<file path="src/rtl/spi_reg_arbiter.sv">
// spi_reg_arbiter: two-port round-robin arbiter/sequencer onto a single-port register bank.
// Optional build macro SPI_ARB_LOCK_EN adds lock0/lock1 for exclusive port ownership.

module spi_reg_arbiter_port #(
  parameter int REG_WIDTH = 8,
  parameter int PORT      = 0
) (
  input  logic                 resp_vld,
  input  logic                 gnt,
  input  logic                 wr_blk,
  input  logic [REG_WIDTH-1:0] bank_rdata,
  output logic                 ack,
  output logic                 err,
  output logic [REG_WIDTH-1:0] rdata
);
  assign ack   = resp_vld && (gnt == 1'(PORT));
  assign err   = ack && wr_blk;
  assign rdata = ack ? bank_rdata : '0;
endmodule

module spi_reg_arbiter #(
  parameter int REG_WIDTH = 8,
  parameter int ADDR_W    = 3,
  parameter int WR_LIMIT  = 2
) (
  input  logic                 clk,
  input  logic                 rst,
  input  logic                 ena,
  input  logic                 req0,
  input  logic                 req1,
  input  logic                 we0,
  input  logic                 we1,
  input  logic [ADDR_W-1:0]    addr0,
  input  logic [ADDR_W-1:0]    addr1,
  input  logic [REG_WIDTH-1:0] wdata0,
  input  logic [REG_WIDTH-1:0] wdata1,
`ifdef SPI_ARB_LOCK_EN
  input  logic                 lock0,
  input  logic                 lock1,
`endif
  output logic                 ack0,
  output logic                 ack1,
  output logic [REG_WIDTH-1:0] rdata0,
  output logic [REG_WIDTH-1:0] rdata1,
  output logic                 err0,
  output logic                 err1,
  output logic                 bank_en,
  output logic                 bank_we,
  output logic [ADDR_W-1:0]    bank_addr,
  output logic [REG_WIDTH-1:0] bank_wdata,
  input  logic [REG_WIDTH-1:0] bank_rdata,
  output logic [7:0]           conflict_cnt
);
  localparam int NP = 2;
  localparam logic [ADDR_W:0] WR_LIM = WR_LIMIT[ADDR_W:0];

  typedef enum logic [1:0] {S_IDLE, S_ACCESS, S_RESP} state_t;

  state_t state, state_nx;

  logic [NP-1:0]                req_v, req_eff, we_v;
  logic [NP-1:0][ADDR_W-1:0]    addr_v;
  logic [NP-1:0][REG_WIDTH-1:0] wdata_v;
  logic [NP-1:0]                ack_v, err_v;
  logic [NP-1:0][REG_WIDTH-1:0] rdata_v;

  logic                 gnt, last_gnt, lat_we;
  logic [ADDR_W-1:0]    lat_addr;
  logic [REG_WIDTH-1:0] lat_wdata;
  logic                 tie, win, wr_ok, resp_vld;

  assign req_v   = {req1, req0};
  assign we_v    = {we1, we0};
  assign addr_v  = {addr1, addr0};
  assign wdata_v = {wdata1, wdata0};

`ifdef SPI_ARB_LOCK_EN
  logic [NP-1:0] lock_v;
  logic          lat_lock, lock_act, lock_port;

  assign lock_v = {lock1, lock0};

  // While locked, the other port is invisible: no grant, no conflict count.
  always_comb begin
    req_eff = req_v;
    if (lock_act) req_eff = lock_port ? {req_v[1], 1'b0} : {1'b0, req_v[0]};
  end

  // Lock state follows the lock bit of each completed access.
  always_ff @(posedge clk) begin
    if (rst) begin
      lat_lock  <= 1'b0;
      lock_act  <= 1'b0;
      lock_port <= 1'b0;
    end else if (ena) begin
      if (state == S_IDLE && |req_eff) lat_lock <= lock_v[win];
      if (state == S_RESP) begin
        lock_act  <= lat_lock;
        lock_port <= gnt;
      end
    end
  end
`else
  assign req_eff = req_v;
`endif

  assign tie   = &req_eff;
  assign win   = tie ? ~last_gnt : req_eff[1];
  assign wr_ok = {1'b0, lat_addr} < WR_LIM;

  always_ff @(posedge clk) begin
    if (rst) state <= S_IDLE;
    else     state <= state_nx;
  end

  always_comb begin
    state_nx = state;
    if (ena) begin
      unique case (state)
        S_IDLE:   if (|req_eff) state_nx = S_ACCESS;
        S_ACCESS: state_nx = S_RESP;
        S_RESP:   state_nx = S_IDLE;
        default:  state_nx = S_IDLE;
      endcase
    end
  end

  // Strobes decode from the state register, so a reset in ACCESS still writes.
  always_comb begin
    bank_en  = 1'b0;
    bank_we  = 1'b0;
    resp_vld = 1'b0;
    if (ena) begin
      unique case (state)
        S_ACCESS: begin
          bank_en = 1'b1;
          bank_we = lat_we && wr_ok;
        end
        S_RESP:  resp_vld = 1'b1;
        default: ;
      endcase
    end
  end

  always_ff @(posedge clk) begin
    if (rst) begin
      gnt          <= 1'b0;
      last_gnt     <= 1'b1;
      lat_we       <= 1'b0;
      lat_addr     <= '0;
      lat_wdata    <= '0;
      conflict_cnt <= '0;
    end else if (ena && state == S_IDLE) begin
      if (|req_eff) begin
        gnt       <= win;
        last_gnt  <= win;
        lat_we    <= we_v[win];
        lat_addr  <= addr_v[win];
        lat_wdata <= wdata_v[win];
      end
      if (tie && conflict_cnt != 8'hFF) conflict_cnt <= conflict_cnt + 8'd1;
    end
  end

  assign bank_addr  = lat_addr;
  assign bank_wdata = lat_wdata;

  for (genvar p = 0; p < NP; p++) begin : g_port
    spi_reg_arbiter_port #(.REG_WIDTH(REG_WIDTH), .PORT(p)) u_port (
      .resp_vld   (resp_vld),
      .gnt        (gnt),
      .wr_blk     (lat_we && !wr_ok),
      .bank_rdata (bank_rdata),
      .ack        (ack_v[p]),
      .err        (err_v[p]),
      .rdata      (rdata_v[p])
    );
  end

  assign ack0   = ack_v[0];
  assign ack1   = ack_v[1];
  assign err0   = err_v[0];
  assign err1   = err_v[1];
  assign rdata0 = rdata_v[0];
  assign rdata1 = rdata_v[1];

endmodule

</file>
<file path="config.mk">
export PLATFORM = sky130hd
export DESIGN_NAME = spi_reg_arbiter
export DESIGN_NICKNAME = d
export VERILOG_FILES = /design/src/rtl/spi_reg_arbiter.sv
export SDC_FILE = /design/constraint.sdc
export NUM_CORES = 1
export LEC_CHECK = 0
export CAP_MARGIN = 10
export CORE_AREA = 2 2 51 88
export DETAILED_ROUTE_END_ITERATION = 8
export DIE_AREA = 0 0 53 90
export GPL_TIMING_DRIVEN = 0
export PLACE_DENSITY = 0.73
export SYNTH_ARGS = -nofsm -noshare
export SYNTH_HDL_FRONTEND = slang
export SYNTH_SLANG_ARGS = --single-unit
</file>
<file path="constraint.sdc">
create_clock -name clk -period 1.7 [get_ports clk]
set_clock_uncertainty 0.15 [all_clocks]
set_input_delay 0.255 -clock clk [delete_from_list [all_inputs] [get_ports clk]]
set_output_delay 0.255 -clock clk [all_outputs]
set_load 0.01 [all_outputs]
</file>
==> flow_summary.json <==
{
  "period_minus_slack_ns": 1.83,
  "die_x_um": 53,
  "critPathTopFamily": "simple AND/OR/NAND/NOR gates",
  "yosys_warnings": 0,
  "synth_nets": 180,
  "final_cell_mix": "clkdlybuf4s50_1 (51), buf_6 (23), nor2_1 (19)",
  "wirelength_met1_mm": 1.35,
  "ys_top_cells_by_area": "dfxtp_1 (37%), mux2i_1 (11%), a211oi_1 (8.1%)",
  "ios": 78,
  "netlist_area_sq_um": 1300,
  "synth_cell_type_count": 33,
  "diodes": 0,
  "grt-ovfl-total": 0,
  "critPathArrivalTime_ns": 1.43,
  "cts_buffers": 3,
  "max_freq_ghz": 0.546,
  "grt_pass1_wl_mm": 6.31,
  "clock_sinks": 24,
  "critPathMaxStageDelay_ns": 0.37,
  "layout.cells.non_filler": 296,
  "core_area_sq_um": 4070,
  "synth-edff-count": 0,
  "fin_tns_setup_ns": -1.24,
  "dp_cells": 267,
  "final_nets": 286,
  "clk_pin_slew_ns": 0.09,
  "antenna_left": 0,
  "cts_tree": "yes",
  "crit_slowest_cell": "dfxtp_4",
  "pre_cts_ws_ns": -0.824,
  "critical_path_class": "flop to output pin",
  "htree_num_levels": 1,
  "wl_mm": 4.16,
  "cts_buffer_depth": 2,
  "dieArea_sq_um": 4770,
  "slew_viol_final": 0,
  "highest_layer": "met4",
  "rsz0062_at_grt": "true",
  "portBuffers": 76,
  "initial_core_util_pct": 31.9,
  "max_cap_viol_count": 0,
  "avgSynthCellArea_sq_um": 9.14,
  "cpMostUsedCell": "buf_6",
  "violations": "negative setup slack",
  "drc_errors": 0,
  "track_usage_pct": 17.6,
  "fin_crit_sh_pct": 108,
  "syn_inst": 142,
  "status": "complete, but fails checks",
  "final_hold_viol_count": 0,
  "hpwl_mm": 2.76,
  "hold_class": "primary input to flop",
  "finish.utilization_pct": 61.3,
  "yosys.area.top_type": "dfxtp_1",
  "ff2ff_setup_slack_ns": -0.10,
  "cp_num_buf_inv": 3,
  "ys_seq_area_share_pct": 37.0,
  "async_flop_share_pct": 0,
  "cp_max_fo": 3,
  "area_growth_pct": 92.3,
  "p_per_area_nw_per_um2": 591,
  "clock-root-buffer": "clkbuf_8",
  "clk_latency_ns": 0.27,
  "place_congestion": 0.779,
  "post_drt_wl_per_cell_um": 14.0,
  "grt_max_degree": 15,
  "worstPathRequired_ns": 1.29,
  "cp-end-kind": "output pin",
  "grt_pass1_vias": 1393,
  "vias": 1459,
  "total_power_mw": 1.47,
  "setup_viol": 18,
  "yosys.area.top_type_share_pct": 37.0,
  "wl_met3_um": 271,
  "viasPerCell": 4.93,
  "worstSetupStartpointType": "flop",
  "final_common_cell": "clkdlybuf4s50_1",
  "maxSlewHeadroom_pct": 65.8,
  "path_cells": "nand2_4, nor3b_4, buf_2, buf_6, and2_4, buf_6",
  "route.met2.wl_mm": 2.43,
  "drt_iter0_markers": 11,
  "timing.final.ws_setup_ns": -0.131,
  "tightest_slew_ns": 0.513,
  "p_leak_nw": 1.07,
  "dr.pass1.iters": 4,
  "die_h_um": 90,
  "ys_ff_latch": 24,
  "yosys_most_used_dff": "dfxtp_1",
  "fp-row-count": 31,
  "antenna_found_initial": 0,
  "drive_above_1_share_pct": 37.2,
  "peakVddDrop_mv": 0.493
}
timing repair:
| item | CTS | global route |
|---|---|---|
| hold endpoints to repair | 0 | 0 |
| hold buffers | 0 | 0 |
| setup endpoints to repair | 36 | 38 |
| cloned | 2 | 0 |
| gates resized for setup | 117 | 30 |
| setup buffers | 20 | 3 |
| pin swaps | 15 | 8 |
cells by family (layout without fill, tap and decap cells):
kind of cell             count (synthesis)  after routing  share of synthesized area, %
AND/OR/NAND/NOR                         64             65                          29.5
AO/OA/AOI/OAI                           28             28                          15.2
flip-flops                              24             24                          37.0
multiplexers                            17             17                          14.0
buffers and inverters                    8            112                          3.28
adder cells (fa/ha/maj)                  1              1                         0.964
Yosys cell counts (2+ instances only):
| cell type | n |
|---|---|
| nand3_1 | 3 |
| nand2b_1 | 2 |
| mux2i_1 | 14 |
| o21ai_0 | 3 |
| nor2_1 | 21 |
| and2_1 | 16 |
| dfxtp_1 | 24 |
| nand2_1 | 4 |
| and3_4 | 2 |
| a31oi_1 | 3 |
| mux2_4 | 2 |
| nor2b_1 | 3 |
| and3_1 | 3 |
| a21oi_1 | 5 |
| inv_1 | 2 |
| nor3_1 | 2 |
| nor3b_2 | 2 |
| clkbuf_1 | 2 |
| a211oi_1 | 14 |
| and3b_1 | 2 |
per-layer routing:
layer	global-route usage, %	up-vias
li1	-	724
met1	16.5	673
met2	33.5	55
met3	3.65	7
met4	7.91	0
met5	0	-
sequential cells by signal (all words and copies together) (netlist names):
| register | cells |
|---|---|
| gnt | 1 |
| lat_we | 1 |
| bank_addr | 3 |
| bank_wdata | 8 |
| conflict_cnt | 8 |
| state | 2 |
| last_gnt | 1 |
metrics by stage:
step	instance area (sq um)	hold WS [ns]
global placement	2120	0.337
CTS	2370	0.298
finish	2490	0.299
detailed placement	2120	0.340
global route	2490	0.341
floorplan	1300	0.251
worst min-delay path: stages:
cell      delay, ns
clkbuf_1       0.17
nor2_1         0.13
mux2_4         0.14
area by class of cell:
type / instances / area [sq um]
Inverter: 2 / 7.51
Clock buffer: 3 / 41.3
Timing Repair Buffer: 100 / 943
Sequential cell: 24 / 498
Multi-Input combinational cell: 111 / 876
Fill cell: 355 / 1580
Clock inverter: 1 / 30.0
Tap cell: 49 / 61.3
Buffer: 6 / 37.5
power by group:
part	internal (mW)	leakage (nW)	switching [mW]	total, mW
Clock	0.315	0.0357	0.190	0.506
Combinational	0.211	0.831	0.138	0.348
Sequential	0.595	0.201	0.0258	0.621
Total	1.12	1.07	0.354	1.47
path summary, 6_finish.rpt:
| check | startpoint | end | cells past startpoint |
|---|---|---|---|
| max | state[1] | rdata1[0] | 6 |
| min | rst | conflict_cnt[4] | 3 |
| max reg2reg | state[0] | conflict_cnt[5] | 5 |
| min reg2reg | bank_wdata[1] | bank_wdata[1] | 2 |
Note: power is estimated with default switching activity, not from simulation.
